===== config.mk =====
export PLATFORM = sky130hd
export DESIGN_NAME = display_scan_ctrl_flat
export DESIGN_NICKNAME = d
export VERILOG_FILES = /design/src/rtl/display_scan_if.sv /design/src/rtl/display_scan_ctrl.sv /design/src/flat_wrapper.sv
export SDC_FILE = /design/constraint.sdc
export NUM_CORES = 1
export LEC_CHECK = 0
export ABC_AREA = 1
export CORE_UTILIZATION = 34
export CTS_BUF_LIST = sky130_fd_sc_hd__clkbuf_4 sky130_fd_sc_hd__clkbuf_8 sky130_fd_sc_hd__clkbuf_16
export DETAILED_ROUTE_END_ITERATION = 16
export PLACE_DENSITY_LB_ADDON = 0.15
export SLEW_MARGIN = 5
export SYNTH_ARGS = -nofsm -noshare
export SYNTH_HDL_FRONTEND = slang
export SYNTH_SLANG_ARGS = --single-unit

===== constraint.sdc =====
create_clock -name clk -period 5.6 [get_ports clk]
set_input_delay 1.4 -clock clk [delete_from_list [all_inputs] [get_ports clk]]
set_output_delay 1.4 -clock clk [all_outputs]
set_load 0.01 [all_outputs]

===== src/rtl/display_scan_if.sv =====
// Digit/blink/dp inputs and multiplexed display outputs of the 7-segment scan controller.
// master drives the digit data, slave is the scan controller.
interface display_scan_if #(
  parameter int unsigned NumDigits = 8
) ();
  logic                   en;
  logic [4*NumDigits-1:0] digits;
  logic [NumDigits-1:0]   blink_mask;
  logic [NumDigits-1:0]   dp_in;
  logic                   lz_blank;
  logic [NumDigits-1:0]   an;
  logic [6:0]             seg;
  logic                   dp_out;
  logic                   blink_phase;
  logic                   frame_start;

  modport master (
    output en, digits, blink_mask, dp_in, lz_blank,
    input  an, seg, dp_out, blink_phase, frame_start
  );

  modport slave (
    input  en, digits, blink_mask, dp_in, lz_blank,
    output an, seg, dp_out, blink_phase, frame_start
  );
endinterface


===== src/rtl/display_scan_ctrl.sv =====
// Multiplexed 7-segment scan driver: per-frame input snapshot, blink, leading-zero blanking,
// anode dead time and registered (1-cycle latency) anode/segment outputs.
module display_scan_ctrl #(
  parameter int unsigned NumDigits    = 8,
  parameter int unsigned ClkHz        = 50_000_000,
  parameter int unsigned ScanHz       = 1000,
  parameter int unsigned BlinkHz      = 2,
  parameter int unsigned DeadCycles   = 2,
  parameter bit          AnActiveLow  = 1'b1,
  parameter bit          SegActiveLow = 1'b1
) (
  input  logic          clk,
  input  logic          rst_n,
  display_scan_if.slave bus
);
  localparam int unsigned ScanDiv  = ClkHz / ScanHz;
  localparam int unsigned BlinkDiv = ClkHz / (2 * BlinkHz);
  localparam int unsigned DivW     = $clog2(ScanDiv);
  localparam int unsigned BlinkW   = (BlinkDiv > 1) ? $clog2(BlinkDiv) : 1;
  localparam int unsigned IdxW     = $clog2(NumDigits);

  localparam logic [DivW-1:0]      DivLast   = DivW'(ScanDiv - 1);
  localparam logic [DivW-1:0]      DeadEnd   = DivW'(DeadCycles);
  localparam logic [BlinkW-1:0]    BlinkLast = BlinkW'(BlinkDiv - 1);
  localparam logic [IdxW-1:0]      IdxLast   = IdxW'(NumDigits - 1);
  localparam logic [NumDigits-1:0] AnOff     = {NumDigits{AnActiveLow}};
  localparam logic [6:0]           SegOff    = {7{SegActiveLow}};

  logic [DivW-1:0]             div_cnt_q, div_cnt_d;
  logic [IdxW-1:0]             idx_q, idx_d;
  logic [BlinkW-1:0]           blink_cnt_q, blink_cnt_d;
  logic                        blink_q, blink_d;
  logic                        primed_q, primed_d;
  logic                        frame_q, frame_d;
  logic [NumDigits-1:0][3:0]   snap_dig_q, snap_dig_d;
  logic [NumDigits-1:0]        snap_mask_q, snap_mask_d;
  logic [NumDigits-1:0]        snap_dp_q, snap_dp_d;
  logic                        snap_lz_q, snap_lz_d;
  logic [NumDigits-1:0]        an_q, an_d;
  logic [6:0]                  seg_q, seg_d;
  logic                        dp_q, dp_d;

  logic [NumDigits-1:0]        lz_vec;
  logic                        tail_zero;
  logic [3:0]                  cur_code;
  logic                        blink_off;
  logic [NumDigits-1:0]        an_act;
  logic [6:0]                  seg_act;
  logic                        dp_act;

  function automatic logic [6:0] decode(input logic [3:0] code);
    logic [6:0] s;
    unique case (code)
      4'h0: s = 7'h3F;
      4'h1: s = 7'h06;
      4'h2: s = 7'h5B;
      4'h3: s = 7'h4F;
      4'h4: s = 7'h66;
      4'h5: s = 7'h6D;
      4'h6: s = 7'h7D;
      4'h7: s = 7'h07;
      4'h8: s = 7'h7F;
      4'h9: s = 7'h6F;
      4'hA: s = 7'h77;
      4'hB: s = 7'h7C;
      4'hC: s = 7'h39;
      4'hD: s = 7'h5E;
      4'hE: s = 7'h79;
      4'hF: s = 7'h00;
    endcase
    return s;
  endfunction

  always_comb begin
    blink_cnt_d = blink_cnt_q + 1'b1;
    blink_d     = blink_q;
    if (blink_cnt_q == BlinkLast) begin
      blink_cnt_d = '0;
      blink_d     = ~blink_q;
    end

    div_cnt_d   = '0;
    idx_d       = '0;
    primed_d    = 1'b0;
    frame_d     = 1'b0;
    snap_dig_d  = snap_dig_q;
    snap_mask_d = snap_mask_q;
    snap_dp_d   = snap_dp_q;
    snap_lz_d   = snap_lz_q;
    if (bus.en) begin
      primed_d = 1'b1;
      // A new frame starts on the first enabled cycle or when the last dwell of a frame ends.
      frame_d  = ~primed_q | ((idx_q == IdxLast) && (div_cnt_q == DivLast));
      if (div_cnt_q == DivLast) begin
        div_cnt_d = '0;
        idx_d     = (idx_q == IdxLast) ? '0 : idx_q + 1'b1;
      end else begin
        div_cnt_d = div_cnt_q + 1'b1;
        idx_d     = idx_q;
      end
      if (frame_d) begin
        snap_dig_d  = bus.digits;
        snap_mask_d = bus.blink_mask;
        snap_dp_d   = bus.dp_in;
        snap_lz_d   = bus.lz_blank;
      end
    end
  end

  always_comb begin
    lz_vec    = '0;
    tail_zero = 1'b1;
    for (int i = NumDigits - 1; i >= 1; i--) begin
      tail_zero = tail_zero & ((snap_dig_q[i] == 4'h0) || (snap_dig_q[i] == 4'hF));
      lz_vec[i] = snap_lz_q & tail_zero;
    end
  end

  always_comb begin
    an_act    = '0;
    seg_act   = '0;
    dp_act    = 1'b0;
    cur_code  = snap_dig_q[idx_q];
    blink_off = snap_mask_q[idx_q] & blink_q;
    if (bus.en) begin
      if (!((cur_code == 4'hF) || blink_off || lz_vec[idx_q])) begin
        seg_act = decode(cur_code);
      end
      dp_act = snap_dp_q[idx_q] & ~blink_off;
      if (div_cnt_q >= DeadEnd) begin
        an_act[idx_q] = 1'b1;
      end
    end
    an_d  = AnActiveLow ? ~an_act : an_act;
    seg_d = SegActiveLow ? ~seg_act : seg_act;
    dp_d  = SegActiveLow ? ~dp_act : dp_act;
  end

  always_ff @(posedge clk) begin
    if (!rst_n) begin
      div_cnt_q   <= '0;
      idx_q       <= '0;
      blink_cnt_q <= '0;
      blink_q     <= 1'b0;
      primed_q    <= 1'b0;
      frame_q     <= 1'b0;
      snap_dig_q  <= {NumDigits{4'hF}};
      snap_mask_q <= '0;
      snap_dp_q   <= '0;
      snap_lz_q   <= 1'b0;
      an_q        <= AnOff;
      seg_q       <= SegOff;
      dp_q        <= SegActiveLow;
    end else begin
      div_cnt_q   <= div_cnt_d;
      idx_q       <= idx_d;
      blink_cnt_q <= blink_cnt_d;
      blink_q     <= blink_d;
      primed_q    <= primed_d;
      frame_q     <= frame_d;
      snap_dig_q  <= snap_dig_d;
      snap_mask_q <= snap_mask_d;
      snap_dp_q   <= snap_dp_d;
      snap_lz_q   <= snap_lz_d;
      an_q        <= an_d;
      seg_q       <= seg_d;
      dp_q        <= dp_d;
    end
  end

  assign bus.an          = an_q;
  assign bus.seg         = seg_q;
  assign bus.dp_out      = dp_q;
  assign bus.blink_phase = blink_q;
  assign bus.frame_start = frame_q;
endmodule


===== src/flat_wrapper.sv =====
// flat-port wrapper written by rule: the top's interface ports become plain ports
module display_scan_ctrl_flat 
#(
  parameter int unsigned NumDigits    = 8,
  parameter int unsigned ClkHz        = 50_000_000,
  parameter int unsigned ScanHz       = 1000,
  parameter int unsigned BlinkHz      = 2,
  parameter int unsigned DeadCycles   = 2,
  parameter bit          AnActiveLow  = 1'b1,
  parameter bit          SegActiveLow = 1'b1
)
  (clk, rst_n, bus_en, bus_digits, bus_blink_mask, bus_dp_in, bus_lz_blank, bus_an, bus_seg, bus_dp_out, bus_blink_phase, bus_frame_start);
  display_scan_if #(.NumDigits(NumDigits)) bus_i ();
  input  logic clk;
  input  logic rst_n;
  input wire logic [$bits(bus_i.en)-1:0] bus_en;
  input wire logic [$bits(bus_i.digits)-1:0] bus_digits;
  input wire logic [$bits(bus_i.blink_mask)-1:0] bus_blink_mask;
  input wire logic [$bits(bus_i.dp_in)-1:0] bus_dp_in;
  input wire logic [$bits(bus_i.lz_blank)-1:0] bus_lz_blank;
  output wire logic [$bits(bus_i.an)-1:0] bus_an;
  output wire logic [$bits(bus_i.seg)-1:0] bus_seg;
  output wire logic [$bits(bus_i.dp_out)-1:0] bus_dp_out;
  output wire logic [$bits(bus_i.blink_phase)-1:0] bus_blink_phase;
  output wire logic [$bits(bus_i.frame_start)-1:0] bus_frame_start;
  assign bus_i.en = bus_en;
  assign bus_i.digits = bus_digits;
  assign bus_i.blink_mask = bus_blink_mask;
  assign bus_i.dp_in = bus_dp_in;
  assign bus_i.lz_blank = bus_lz_blank;
  assign bus_an = bus_i.an;
  assign bus_seg = bus_i.seg;
  assign bus_dp_out = bus_i.dp_out;
  assign bus_blink_phase = bus_i.blink_phase;
  assign bus_frame_start = bus_i.frame_start;
  display_scan_ctrl #(.NumDigits(NumDigits), .ClkHz(ClkHz), .ScanHz(ScanHz), .BlinkHz(BlinkHz), .DeadCycles(DeadCycles), .AnActiveLow(AnActiveLow), .SegActiveLow(SegActiveLow)) u_core (.clk(clk), .rst_n(rst_n), .bus(bus_i));
endmodule

Word-level counts from Yosys, hierarchy flattened
Memories as Yosys holds them, arrays and structs flattened. Index checks and enable logic that the tools add are counted.

Memories kept: 1. ROM bits: 112. Register bits: 111. Output and inout bits: 18. Word-level logic and storage cells: 101. Input port bits: 52.

Memory list: (name not given) (depth 16, width 7, rd ports 1, clocked after Yosys merged registers in 0, wr ports 0, RTL line display_scan_ctrl.sv:53) `unique case (code)`.

Bitwise logic cells: 24. Order comparisons: 3. Reductions and logical operators: 22. Muxes and demuxes: 17. $add $sub $neg: 3. Equality and inequality tests: 11.

Operator list (count): 4-bit equality test (second input constant) (8); 4-bit zero test (7); 24-bit by 1-bit adder with 24-bit output (second input constant) (1); 24-bit equality test (second input constant) (1); 16-bit by 1-bit adder with 16-bit output (second input constant) (1); 16-bit equality test (second input constant) (1); 16-bit by 2-bit >= comparator with 1-bit output (second input constant) (1); 8-bit 2-to-1 mux (2); 1-bit AND (15); 7-bit 2-to-1 mux (2); 4-bit binary-select mux with 3-bit select (1); 1-bit binary-select mux with 3-bit select (3); 1-bit logical OR (9); 8-bit NOT (1); 7-bit NOT (1); 1-bit 2-to-1 mux (6); 1-bit NOT (6); 3-bit by 4-bit less-than comparator with 1-bit output (second input constant) (1); 4-bit 2-to-1 mux (1); 2-bit AND reduction (2); 3-bit by 1-bit adder with 3-bit output (second input constant) (1); 1-bit demux with 3-bit select (1); 3-bit equality test (second input constant) (1); 3-bit by 1-bit >= comparator with 1-bit output (second input constant) (1); other kinds (5) (6).

Depth between registers and ports, before layout
Gate-level depths: netlist (run 1).

Word-level depth: 15. Depth in mapped cells: 16. Mapped depth without buffers: 14.

Least setup slack after synthesis (run 1)
OpenSTA, ideal clock, no wires.

Path kind: input to register. Start: in rst_n. End: reg u_core.div_cnt_q[10]. Stages: 6. Arrival: 2.350 ns. Setup slack: 3.133 ns. Path through: clkbuf_1 nand2_1 clkinv_1 nand2_1 buf_2 nor2_1.

Longest elaborated chain between the ends: 2.

RTL lines: from (decl) (RTL line flat_wrapper.sv:15) `input logic rst_n;`; 1-bit NOT (no source line); 3-bit OR reduction (no source line); to (signal assigned) (RTL line display_scan_ctrl.sv:155) `div_cnt_q <= div_cnt_d;`; to (decl) (RTL line display_scan_ctrl.sv:29) `logic [DivW-1:0] div_cnt_q, div_cnt_d;`.

Every way passes these cells. A chain may end at the register's enable or synchronous reset.

Final worst setup path (run 1)
Start: in bus_en. End: reg u_core.snap_dig_q[19] (netlist bit).

Longest elaborated chain between the ends: 1.

RTL lines: from (decl) (RTL line flat_wrapper.sv:16) `input wire logic [$bits(bus_i.en)-1:0] bus_en;`; 2-bit AND reduction (no source line); to (signal assigned) (RTL line display_scan_ctrl.sv:147) `snap_dig_q <= {NumDigits{4'hF}};`; to (signal assigned) (RTL line display_scan_ctrl.sv:161) `snap_dig_q <= snap_dig_d;`; to (decl) (RTL line display_scan_ctrl.sv:35) `logic [NumDigits-1:0][3:0] snap_dig_q, snap_dig_d;`.

Every way passes these cells.

==> results by group, run 1 <==
Yosys
  – Syn avg cell area: 6.72 sq um
  – Synthesized area: 5420 sq um
  – Distinct cells, synth: 35
  – Dominant cell type by area after synthesis: dfxtp_1
  – YS warnings: 0
  – Mapped Cells: 807
  – Post-synth ARST share: 0%
  – Count leader, synth: nand2_1
  – Top_reg_cell synth: dfxtp_1
  – Post-synth EDFFs: 0
  – Top cells by area, synth: dfxtp_1 (41%), nand2_1 (19%), nor2_1 (7.3%), nand3_1 (6.2%), inv_1 (3.7%)
  – Register area share after synthesis: 41.0%
  – Commonest cells in the synthesized netlist: nand2_1 (269), dfxtp_1 (111), nor2_1 (106)
  – Yosys top cell area share: 41.0%
  – Yosys reg bits: 111
  – Post-synth net total: 870

Timing
  – RSZ-0062 raised after global routing: false
  – Final setup fails: 0
  – Max-slew headroom: 35.7%
  – Crit share post-route: 56.1%
  – TNS Setup: 0 ns
  – Tmin final: 3.14 ns
  – Clk_skew: 0.0114 ns
  – Worst Tran Pin Value: 0.965 ns
  – Final hold vios: 0
  – Max-slew violation count: 0
  – FMAX: 0.318 GHz

Critical path
  – Crit path cell chain: clkdlybuf4s50_1 > nand2_4 > clkinv_2 > nand2_1 > nand3_1
  – Worst EP required: 5.82 ns
  – Critical path data arrival time: 3.36 ns
  – Critical path class: input port to register
  – Crit. End Element: register
  – CP Launch Type: input port
  – RR Endpoint: u_core.snap_dig_q[19]
  – Critical Path Stages: 5
  – Crit Path Max Fanout: 50
  – Reg2reg start: u_core.idx_q[1]
  – Worst stage delay on the critical path: 0.69 ns
  – Delay-heaviest family, CP: buffers and inverters
  – Slowest-stage cell, CP: clkinv_2
  – R2r setup slk: 2.74 ns
  – Reg2Reg Depth: 8
  – Buffer and inverter count on the worst path: 2

Floorplanning
  – Initial Util: 35.3%
  – Die W: 128 microns
  – I/O pin count: 70
  – Core area: 15400 sq um
  – Die Area: 16500 sq um
  – Die Height: 128 microns
  – Row count: 45

Placed design
  – I/O Buffers: 69
  – RePlAce Congestion: 0.846
  – Placed inst area: 6210 sq um
  – Post-detail-place hpwl: 9780 microns

Clocking
  – CTS buffer count: 9
  – Num Clock Sinks: 111
  – Longest Clk Path Bufs: 2
  – Post-CTS Resized: 0
  – CTS clk-pin slew, worst paths: 0.07 ns
  – Skew-Pair Late Insertion Delay: 0.36 ns
  – Post-CTS Hold Buffers: 0
  – Htree depth: 3
  – CTS root buf: clkbuf_16
  – CTS tree: yes
  – Setup bufs post-CTS: 0

Status
  – Status: complete, no violations

Min path
  – Sink of the worst hold path: u_core.blink_cnt_q[23]
  – Hold depth: 2
  – HP Class: register to register
  – Hold_sp: u_core.blink_cnt_q[23]

Global routing
  – Largest net degree at the start of global routing: 52
  – Vias in the first global route: 4610
  – Met3 usage in global routing: 4.09%
  – Antenna violations before repair: 0
  – Met2 Use GR: 27.6%
  – GRT met1 Usage: 25.1%
  – First-pass GRT wire length: 23000 microns
  – GRT Total Usage: 17.9%
  – Most used routing layer: met2
  – Total grt overflow: 0

Drt
  – DRC: 0
  – Via count: 5057
  – DR pass1 iterations: 5
  – DR WL/cell: 12.8 microns
  – Post-DRT Antenna Nets: 0
  – DRT iter0 DRCs: 320
  – Via density: 4.71
  – Post-Route WL: 13700 microns

Pwr
  – Pint: 0.00132 W
  – Leakage power: 2.76 nW
  – Clock power share: 40.5%
  – Comb power frac: 10.2%
  – Sw Share: 23.8%
  – VDD IR max: 0.164 mV
  – Sequential share of power: 49.3%
  – Sw Pwr: 0.000410 W
  – Power density over the cells: 264 nW/um^2

Finish
  – Fill count: 1601
  – Design area: 6530 sq um
  – Share of layout cells above drive strength 1: 4.64%
  – # diodes: 0
  – Layout area overhead: 20.4%
  – Layout Nets: 921
  – Area of the multi-input gates: 2800 sq um
  – Register area: 2220 sq um

Run
  – Max-cap violation count: 0
-- cell families after synthesis --
family | count (synthesis) | share of synthesized area (%)
simple gates | 515 | 40.6
flops | 111 | 41.0
buf+inv | 90 | 7.38
compound gates | 67 | 6.39
xor+xnor | 13 | 2.10
fa+ha+maj | 11 | 2.54
-- worst min-delay path, stage by stage (launching register included) --
cell and delay [ns]:
dfxtp_1 0.31, nand2_1 0.06, a21oi_1 0.05
-- cell type report --
| class | instances | share of cell area (%) |
|---|---|---|
| Multi-Input combinational cell | 606 | 42.9 |
| Inverter | 59 | 3.41 |
| Clock inverter | 3 | 1.03 |
| Sequential cell | 111 | 34.0 |
| Clock buffer | 12 | 3.89 |
| Timing Repair Buffer | 71 | 10.7 |
| Tap cell | 211 | 4.04 |
-- power by group through the flow --
stage	Sequential [W]	Clock [W]	Combinational [W]
2_1_floorplan	0.000862	0	0.000112
3_3_place_gp	0.000869	0	0.000177
3_5_place_dp	0.000869	0	0.000177
4_1_cts	0.000851	0.000716	0.000178
5_1_grt	0.000856	0.000749	0.000203
6_report	0.000851	0.000700	0.000175
-- cell usage in the layout (no fill, tap or decap), types with 3 or more instances in the layout --
| cell | synthesis | final |
|---|---|---|
| nand3_1 | 67 | 67 |
| a21oi_1 | 27 | 27 |
| ha_1 | 11 | 11 |
| nor3b_1 | 3 | 3 |
| inv_1 | 54 | 54 |
| nand2_2 | 3 | 3 |
| nor2_2 | 3 | 3 |
| nand2_1 | 269 | 269 |
| clkbuf_16 | 0 | 9 |
| inv_2 | 3 | 3 |
| nor3_1 | 22 | 22 |
| clkdlybuf4s50_1 | 0 | 68 |
| nand4_1 | 20 | 20 |
| dfxtp_1 | 111 | 111 |
| nor4_1 | 4 | 4 |
| nor2_1 | 106 | 106 |
| xor2_1 | 10 | 10 |
| xnor2_1 | 3 | 3 |
| o21ai_0 | 34 | 34 |
| or2_2 | 6 | 6 |
| nand3b_1 | 5 | 5 |
-- metal layers --
layer	vias to the layer above	wire, microns
met5	-	0
li1	2679	-
met1	2255	6960
met2	113	6030
met4	0	125
met3	10	622
-- registers in the layout (all words and copies together) (netlist names) --
signal,flops
u_core.blink_cnt_q,24
u_core.bus.an,8
u_core.bus.blink_phase,1
u_core.bus.dp_out,1
u_core.bus.frame_start,1
u_core.bus.seg,7
u_core.div_cnt_q,16
u_core.idx_q,3
u_core.primed_q,1
u_core.snap_dig_q,32
u_core.snap_dp_q,8
u_core.snap_lz_q,1
u_core.snap_mask_q,8
-- worst max-delay path by stage --
| stage | from | to | slack, ns |
|---|---|---|---|
| after floorplan | rst_n | u_core.div_cnt_q[10] | 3.13 |
| after global placement | bus_en | u_core.snap_dig_q[9] | 2.03 |
| after detailed placement | bus_en | u_core.snap_dig_q[9] | 2.04 |
| after CTS | bus_en | u_core.snap_dp_q[3] | 2.42 |
| after global routing | bus_en | u_core.snap_lz_q | 2.17 |
| final | bus_en | u_core.snap_dig_q[19] | 2.46 |
-- metrics by stage --
stage	hold WS (ns)	util [%]	worst slack, ns	std cells	total power [W]
6_report	0.458	42.5	2.46	1073	0.00173
5_1_grt	0.474	42.5	2.17	1073	0.00181
4_1_cts	0.463	42.5	2.42	1073	0.00174
3_5_place_dp	0.452	40.4	2.04	1058	0.00105
3_3_place_gp	0.448	40.4	2.03	1058	0.00105
2_1_floorplan	0.430	-	3.13	807	0.000974
Power figures use the tool's default switching activity.
==> inputs of run 2 (changes only) <==
- clock period: 5.6 -> 3 ns (I/O delays scaled with it)
==> run 2 against run 1 <==
- global-route usage is essentially flat
- sequential share of layout area shrank 0.12 points
- total power grew 79%
- register-to-register slack lost 2.0 ns
- sequential power grew 87%
- die area is the same
- worst setup slack lost 1.7 ns
- critical endpoint is now u_core.bus.seg[1]
- largest cell class unchanged
==> results by group, run 2 (synthesis results as in run 1) <==
Critical path
  – Critical path class: register to register (was input port to register)
  – Crit Path Max Fanout: 28 (was 50)
  – Critical path data arrival time: 2.51 ns (was 3.36 ns)
  – Crit. End Element: register (unchanged)
  – Worst EP required: 3.23 ns (was 5.82 ns)
  – CP Launch Type: register (was input port)

Finish
  – Share of layout cells above drive strength 1: 5.63% (was 4.64%)
  – Biggest register: u_core.snap_dig_q (unchanged)
  – # diodes: 0 (unchanged)
  – Finished Layout Cells: 1082 (was 1073)
  – Fill count: 1690 (was 1601)
  – Design area: 6560 sq um (was 6530 sq um)
  – Layout area overhead: 20.9% (was 20.4%)
  – Max reg flops: 32 (unchanged)
  – Largest regs: u_core.snap_dig_q: 32 flops, u_core.blink_cnt_q: 24 flops, u_core.div_cnt_q: 16 flops (unchanged)
  – Layout Nets: 929 (was 921)
  – Most frequent cells in the layout: nand2_1 (269), dfxtp_1 (111), nor2_1 (106) (unchanged)
  – Most common cell after layout, fill and taps aside: nand2_1 (unchanged)

Clocking
  – CTS clk-pin slew, worst paths: 0.07 ns (about the same)
  – Num Clock Sinks: 111 (unchanged)
  – Post-CTS Resized: 0 (unchanged)
  – CTS buffer count: 9 (unchanged)
  – Setup bufs post-CTS: 0 (unchanged)
  – CTS root buf: clkbuf_16 (unchanged)
  – CTS tree: yes (unchanged)
  – Longest Clk Path Bufs: 2 (unchanged)
  – Post-CTS Hold Buffers: 0 (unchanged)
  – Skew-Pair Late Insertion Delay: 0.36 ns (about the same)
  – Htree depth: 3 (unchanged)

Floorplanning
  – Die Height: 128 microns (unchanged)
  – Die W: 128 microns (unchanged)
  – I/O pin count: 70 (unchanged)
  – Core area: 15400 sq um (unchanged)
  – Die Area: 16500 sq um (unchanged)
  – Row count: 45 (unchanged)
  – Initial Util: 35.3% (unchanged)

Pwr
  – Leakage power: 2.78 nW (was 2.76 nW)
  – Power density over the cells: 471 nW/um^2 (was 264 nW/um^2)
  – VDD IR max: 0.325 mV (was 0.164 mV)
  – Sequential share of power: 51.4% (was 49.3%)
  – Comb power frac: 10.8% (was 10.2%)
  – Sw Pwr: 0.000770 W (was 0.000410 W)
  – Sw Share: 24.9% (was 23.8%)
  – Clock power share: 37.7% (was 40.5%)
  – Pint: 0.00232 W (was 0.00132 W)

Drt
  – M1 WL: 7190 microns (was 6960 microns)
  – DR pass1 iterations: 5 (unchanged)
  – Post-Route WL: 13700 microns (about the same)
  – DR WL/cell: 12.6 microns (was 12.8 microns)
  – DRC: 0 (unchanged)
  – DRT iter0 DRCs: 286 (was 320)
  – Uppermost routed layer: met4 (unchanged)
  – Via count: 4995 (was 5057)
  – Met3 wire length: 486 microns (was 622 microns)
  – Met2 wire len: 5860 microns (was 6030 microns)
  – Via density: 4.62 (was 4.71)
  – Post-DRT Antenna Nets: 0 (unchanged)

Placed design
  – Placed inst area: 6270 sq um (was 6210 sq um)
  – I/O Buffers: 69 (unchanged)
  – Dpl ws: 0.564 ns (was 2.04 ns)
  – Post-detail-place hpwl: 10000 microns (was 9780 microns)
  – RePlAce Congestion: 0.840 (was 0.846)
  – Cells after DPL: 1066 (was 1058)

Timing
  – TNS Setup: 0 ns (unchanged)
  – Clk_skew: 0.00600 ns (was 0.0114 ns)
  – RSZ-0062 raised after global routing: false (unchanged)
  – Tmin final: 2.28 ns
  – Max-slew headroom: 54.1% (was 35.7%)
  – Final setup fails: 0 (unchanged)
  – Final hold vios: 0 (unchanged)
  – Crit share post-route: 76.0%
  – Worst Tran Pin Value: 0.685 ns (was 0.965 ns)
  – FMAX: 0.439 GHz
  – Max-slew violation count: 0 (unchanged)
  – Post-route setup slack: 0.720 ns (was 2.46 ns)

Global routing
  – First-pass GRT wire length: 23100 microns (was 23000 microns)
  – Vias in the first global route: 4699 (was 4610)
  – Total grt overflow: 0 (unchanged)
  – Largest net degree at the start of global routing: 52 (unchanged)
  – Antenna violations before repair: 0 (unchanged)
  – GRT Total Usage: 17.9% (about the same)

Run
  – Max-cap violation count: 0 (unchanged)

Min path
  – HP Class: register to register (unchanged)

Status
  – Status: complete, no violations (unchanged)
run 2: cell count changes in the layout (fill, tap and decap cells not counted):
cell,change
buf_4,+8
bufinv_16,-2
clkinv_2,+2
clkbuf_8,+1
run 2: final timing paths:
kind                         from  cells past startpoint                      to  slack [ns]
setup / recovery  u_core.idx_q[0]                     13       u_core.bus.seg[1]        0.72
hold reg to reg   u_core.primed_q                      1  u_core.bus.frame_start        0.45
hold / removal    u_core.primed_q                      1  u_core.bus.frame_start        0.45
setup reg to reg  u_core.idx_q[0]                     13       u_core.bus.seg[1]        0.72
run 2: area by class of cell:
cell class / count / area (sq um) / area share, %
clock buffers: 13 / 268 / 4.08
multi-input cells: 606 / 2800 / 42.7
flip-flops and latches: 111 / 2220 / 33.9
well taps: 211 / 264 / 4.03
repair buffers: 79 / 761 / 11.6
inverters: 59 / 223 / 3.40
clock inverters: 3 / 17.5 / 0.267
run 2: worst max-delay path, cell delays in order (launching register included):
cell	delay [ns]
dfxtp_1	0.35
inv_2	0.39
nand2_1	0.09
nand2_1	0.08
nand2_1	0.06
nand2_1	0.10
nand2_1	0.06
nand2_1	0.16
inv_1	0.13
ha_1	0.30
inv_1	0.09
a21oi_1	0.06
a21oi_1	0.18
nand3_1	0.09
run 2: power groups by stage:
stage / Sequential, W / Combinational, W / Clock (W)
after floorplan: 0.00161 / 0.000209 / 0
after global routing: 0.00160 / 0.000385 / 0.00126
after global placement: 0.00162 / 0.000340 / 0
after CTS: 0.00159 / 0.000339 / 0.00121
final: 0.00159 / 0.000335 / 0.00117
after detailed placement: 0.00162 / 0.000338 / 0
run 2: per-layer routing:
layer	vias to the layer above	track usage, %
met5	-	0
met4	0	4.15
met3	8	4.09
met2	86	27.5
met1	2199	25.3
li1	2702	-
run 2: through the flow:
step	hold slack [ns]	power, W	utilization [%]
floorplan	0.430	0.00182	-
global route	0.468	0.00324	42.6
CTS	0.456	0.00314	42.6
finish	0.454	0.00309	42.6
detailed placement	0.445	0.00196	40.8
global placement	0.450	0.00196	40.8
==> variant (settings of run 2) <==
`BlinkHz` is set to 2 in 2 places; all go to 1.
--- a/src/rtl/display_scan_ctrl.sv
+++ b/src/rtl/display_scan_ctrl.sv
@@ -4,7 +4,7 @@
   parameter int unsigned NumDigits    = 8,
   parameter int unsigned ClkHz        = 50_000_000,
   parameter int unsigned ScanHz       = 1000,
-  parameter int unsigned BlinkHz      = 2,
+  parameter int unsigned BlinkHz      = 1,
   parameter int unsigned DeadCycles   = 2,
   parameter bit          AnActiveLow  = 1'b1,
   parameter bit          SegActiveLow = 1'b1
--- a/src/flat_wrapper.sv
+++ b/src/flat_wrapper.sv
@@ -4,7 +4,7 @@
   parameter int unsigned NumDigits    = 8,
   parameter int unsigned ClkHz        = 50_000_000,
   parameter int unsigned ScanHz       = 1000,
-  parameter int unsigned BlinkHz      = 2,
+  parameter int unsigned BlinkHz      = 1,
   parameter int unsigned DeadCycles   = 2,
   parameter bit          AnActiveLow  = 1'b1,
   parameter bit          SegActiveLow = 1'b1
Check against the original RTL: same outputs for any inputs over 10 cycles, from zero or initial values and one cycle with rst_n low; that may be too few to reach the edited logic, so the function may still have changed.
==> variant against run 2 <==
Global-route usage down 0.49 points; power about the same; synthesized area up 0.48%; worst setup slack better by 45 ps; sequential cell count up 1; critical path depth unchanged; via count down 0.76%; final area up 0.11%; routed wire length down 1.3%; largest cell class unchanged; largest power group unchanged.
==> variant: results (changes against run 2) <==
- Run status: finished clean
- Post-DP HPWL: 10.0 mm (-0.29%)
- Post-cts gate resize count: 0 (unchanged)
- First-pass GRT wire length: 22.6 mm (-2.4%)
- LEAKAGE: 2.83 nW (+1.5%)
- Synth Area in Adders: 2.53% (-0.012 points)
- Synth top cells by count: 256 x nand2_1, 112 x dfxtp_1, 106 x nor2_1
- Complex-gate fraction of the synthesized area: 7.28% (+0.89 points)
- R2R setup slack: 770 ps (+50 ps)
- Crit Path Category: reg2reg
- Synth warn: 0 (unchanged)
- Initial antenna violation count: 0 (unchanged)
- Post-synth ARST share: 0% (unchanged)
- Clk_lat worst skew: 350 ps
- DRT iter0 DRCs: 367 (+28%)
- Clock Skews: 9.25 ps (+3.25 ps)
- Clk slew on worst S/H paths: 70 ps (about the same)
- P_clk: 1.16 mW
- Sequential cell area fraction in the yosys report: 41.1% (+0.17 points)
- Inserted Clock Buffers: 9 (unchanged)
- Drt first pass iters: 5 (unchanged)
- Synth Area in XOR/XNOR: 1.77% (-0.33 points)
- Post-CTS setup buffers: 0 (unchanged)
- DR vias/cell: 4.59 (-0.58%)
- R2r endpoint: u_core.bus.seg[3]
- # H-tree levels: 3 (unchanged)
- Number of fill cells in the layout: 1703 (+0.77%)
- Leading post-synthesis cells by cell area: dfxtp_1 41%, nand2_1 18%, nand3_1 7.5%, nor2_1 7.3%, inv_1 4.7%
- Crit. Startpoint: u_core.idx_q[0]
- Port buffer count: 69 (unchanged)
- Pint: 2.35 mW (+1.3%)
- Seq power: ~1.6 mW
- CTS Root Cell: clkbuf_16
- EDFF count, synth: 0 (unchanged)
- Slowest stage delay, CP: 520 ps (+130 ps)
- Vias in the first global route: 4564 (-2.9%)
- Worst r2r path cells: 13 (unchanged)
- Fraction of layout cells with a size suffix above 1: 4.83% (-0.79 points)
- Crit path time final: 2230 ps (-45.2 ps)
- Slew @ Worst Pin: 559 ps (-126 ps)
- Peak supply drop: 0.294 mV (-9.6%)
- Worst hold-check path type: reg2reg
- ANT cells: 0 (unchanged)
- Max Cap Viol: 0 (unchanged)
- Dpl ws: 497 ps (-67.5 ps)
- Routability congestion estimate: 0.808 (-3.8%)
- Mux cell area share after synthesis: 0% (unchanged)
- Registers with the most flip-flops: u_core.snap_dig_q: 32 flops, u_core.blink_cnt_q: 25 flops, u_core.div_cnt_q: 16 flops
- Slowest cell on the critical path: dfxtp_1
- Cell variety after synth: 35 (unchanged)
- Final wirelength: 13.5 mm (-1.3%)
- CP top delay family: simple AND/OR/NAND/NOR gates
- Leading area contributor after synthesis: dfxtp_1
- GR Util All Layers: 17.4% (-0.49 points)
- CP arrival: 2470 ps (-40 ps)
- Crit Path Max Fanout: 30 (+7.1%)
- # nets final: 929 (unchanged)
[variant: routing by layer]
| layer | global-route usage, % | vias up | routed length (um) | share of wire [%] |
|---|---|---|---|---|
| met1 | 24.5 | 2185 | 6930 | 51 |
| met5 | 0 | - | 0 | 0 |
| li1 | - | 2687 | - | - |
| met2 | 26.9 | 78 | 5820 | 43 |
| met3 | 4.07 | 7 | 642 | 4.8 |
| met4 | 3.94 | 0 | 92 | 0.68 |
[variant: area by class of cell]
type	instances	share of cell area, %
Multi-Input combinational cell	596	42.1
Sequential cell	112	34.2
Timing Repair Buffer	75	11.3
Clock buffer	14	4.29
Inverter	72	4.12
Tap cell	211	4.02
[variant: metrics by stage]
step | hold slack (ps) | total power, mW | cell area (um2) | cells
after floorplan | 412 | 1.83 | 5450 | 807
after global placement | 452 | 1.97 | 6280 | 1066
after detailed placement | 442 | 1.97 | 6280 | 1066
after CTS | 453 | 3.14 | 6560 | 1080
after global routing | 486 | 3.26 | 6560 | 1080
final | 443 | 3.09 | 6560 | 1080
[variant: how the worst min path moves through the flow]
stage / start / to / slack (ps) / cells past startpoint
global placement: u_core.snap_dp_q[4] / u_core.snap_dp_q[4] / 450 / 2
global route: u_core.primed_q / u_core.bus.frame_start / 490 / 1
finish: u_core.primed_q / u_core.bus.frame_start / 440 / 1
CTS: u_core.primed_q / u_core.bus.frame_start / 450 / 1
floorplan: u_core.primed_q / u_core.bus.frame_start / 410 / 1
detailed placement: u_core.primed_q / u_core.bus.frame_start / 440 / 1
[variant: worst reg2reg max path, cell delays in order (launching register included)]
cell	delay, ps
dfxtp_1	520
inv_2	280
o21ai_0	220
nand2_1	60
nand2_1	60
nand2_1	60
nand2_1	160
inv_1	140
ha_1	330
inv_1	40
nand2_1	70
nand3_1	70
nand2_1	60
nand2_1	40
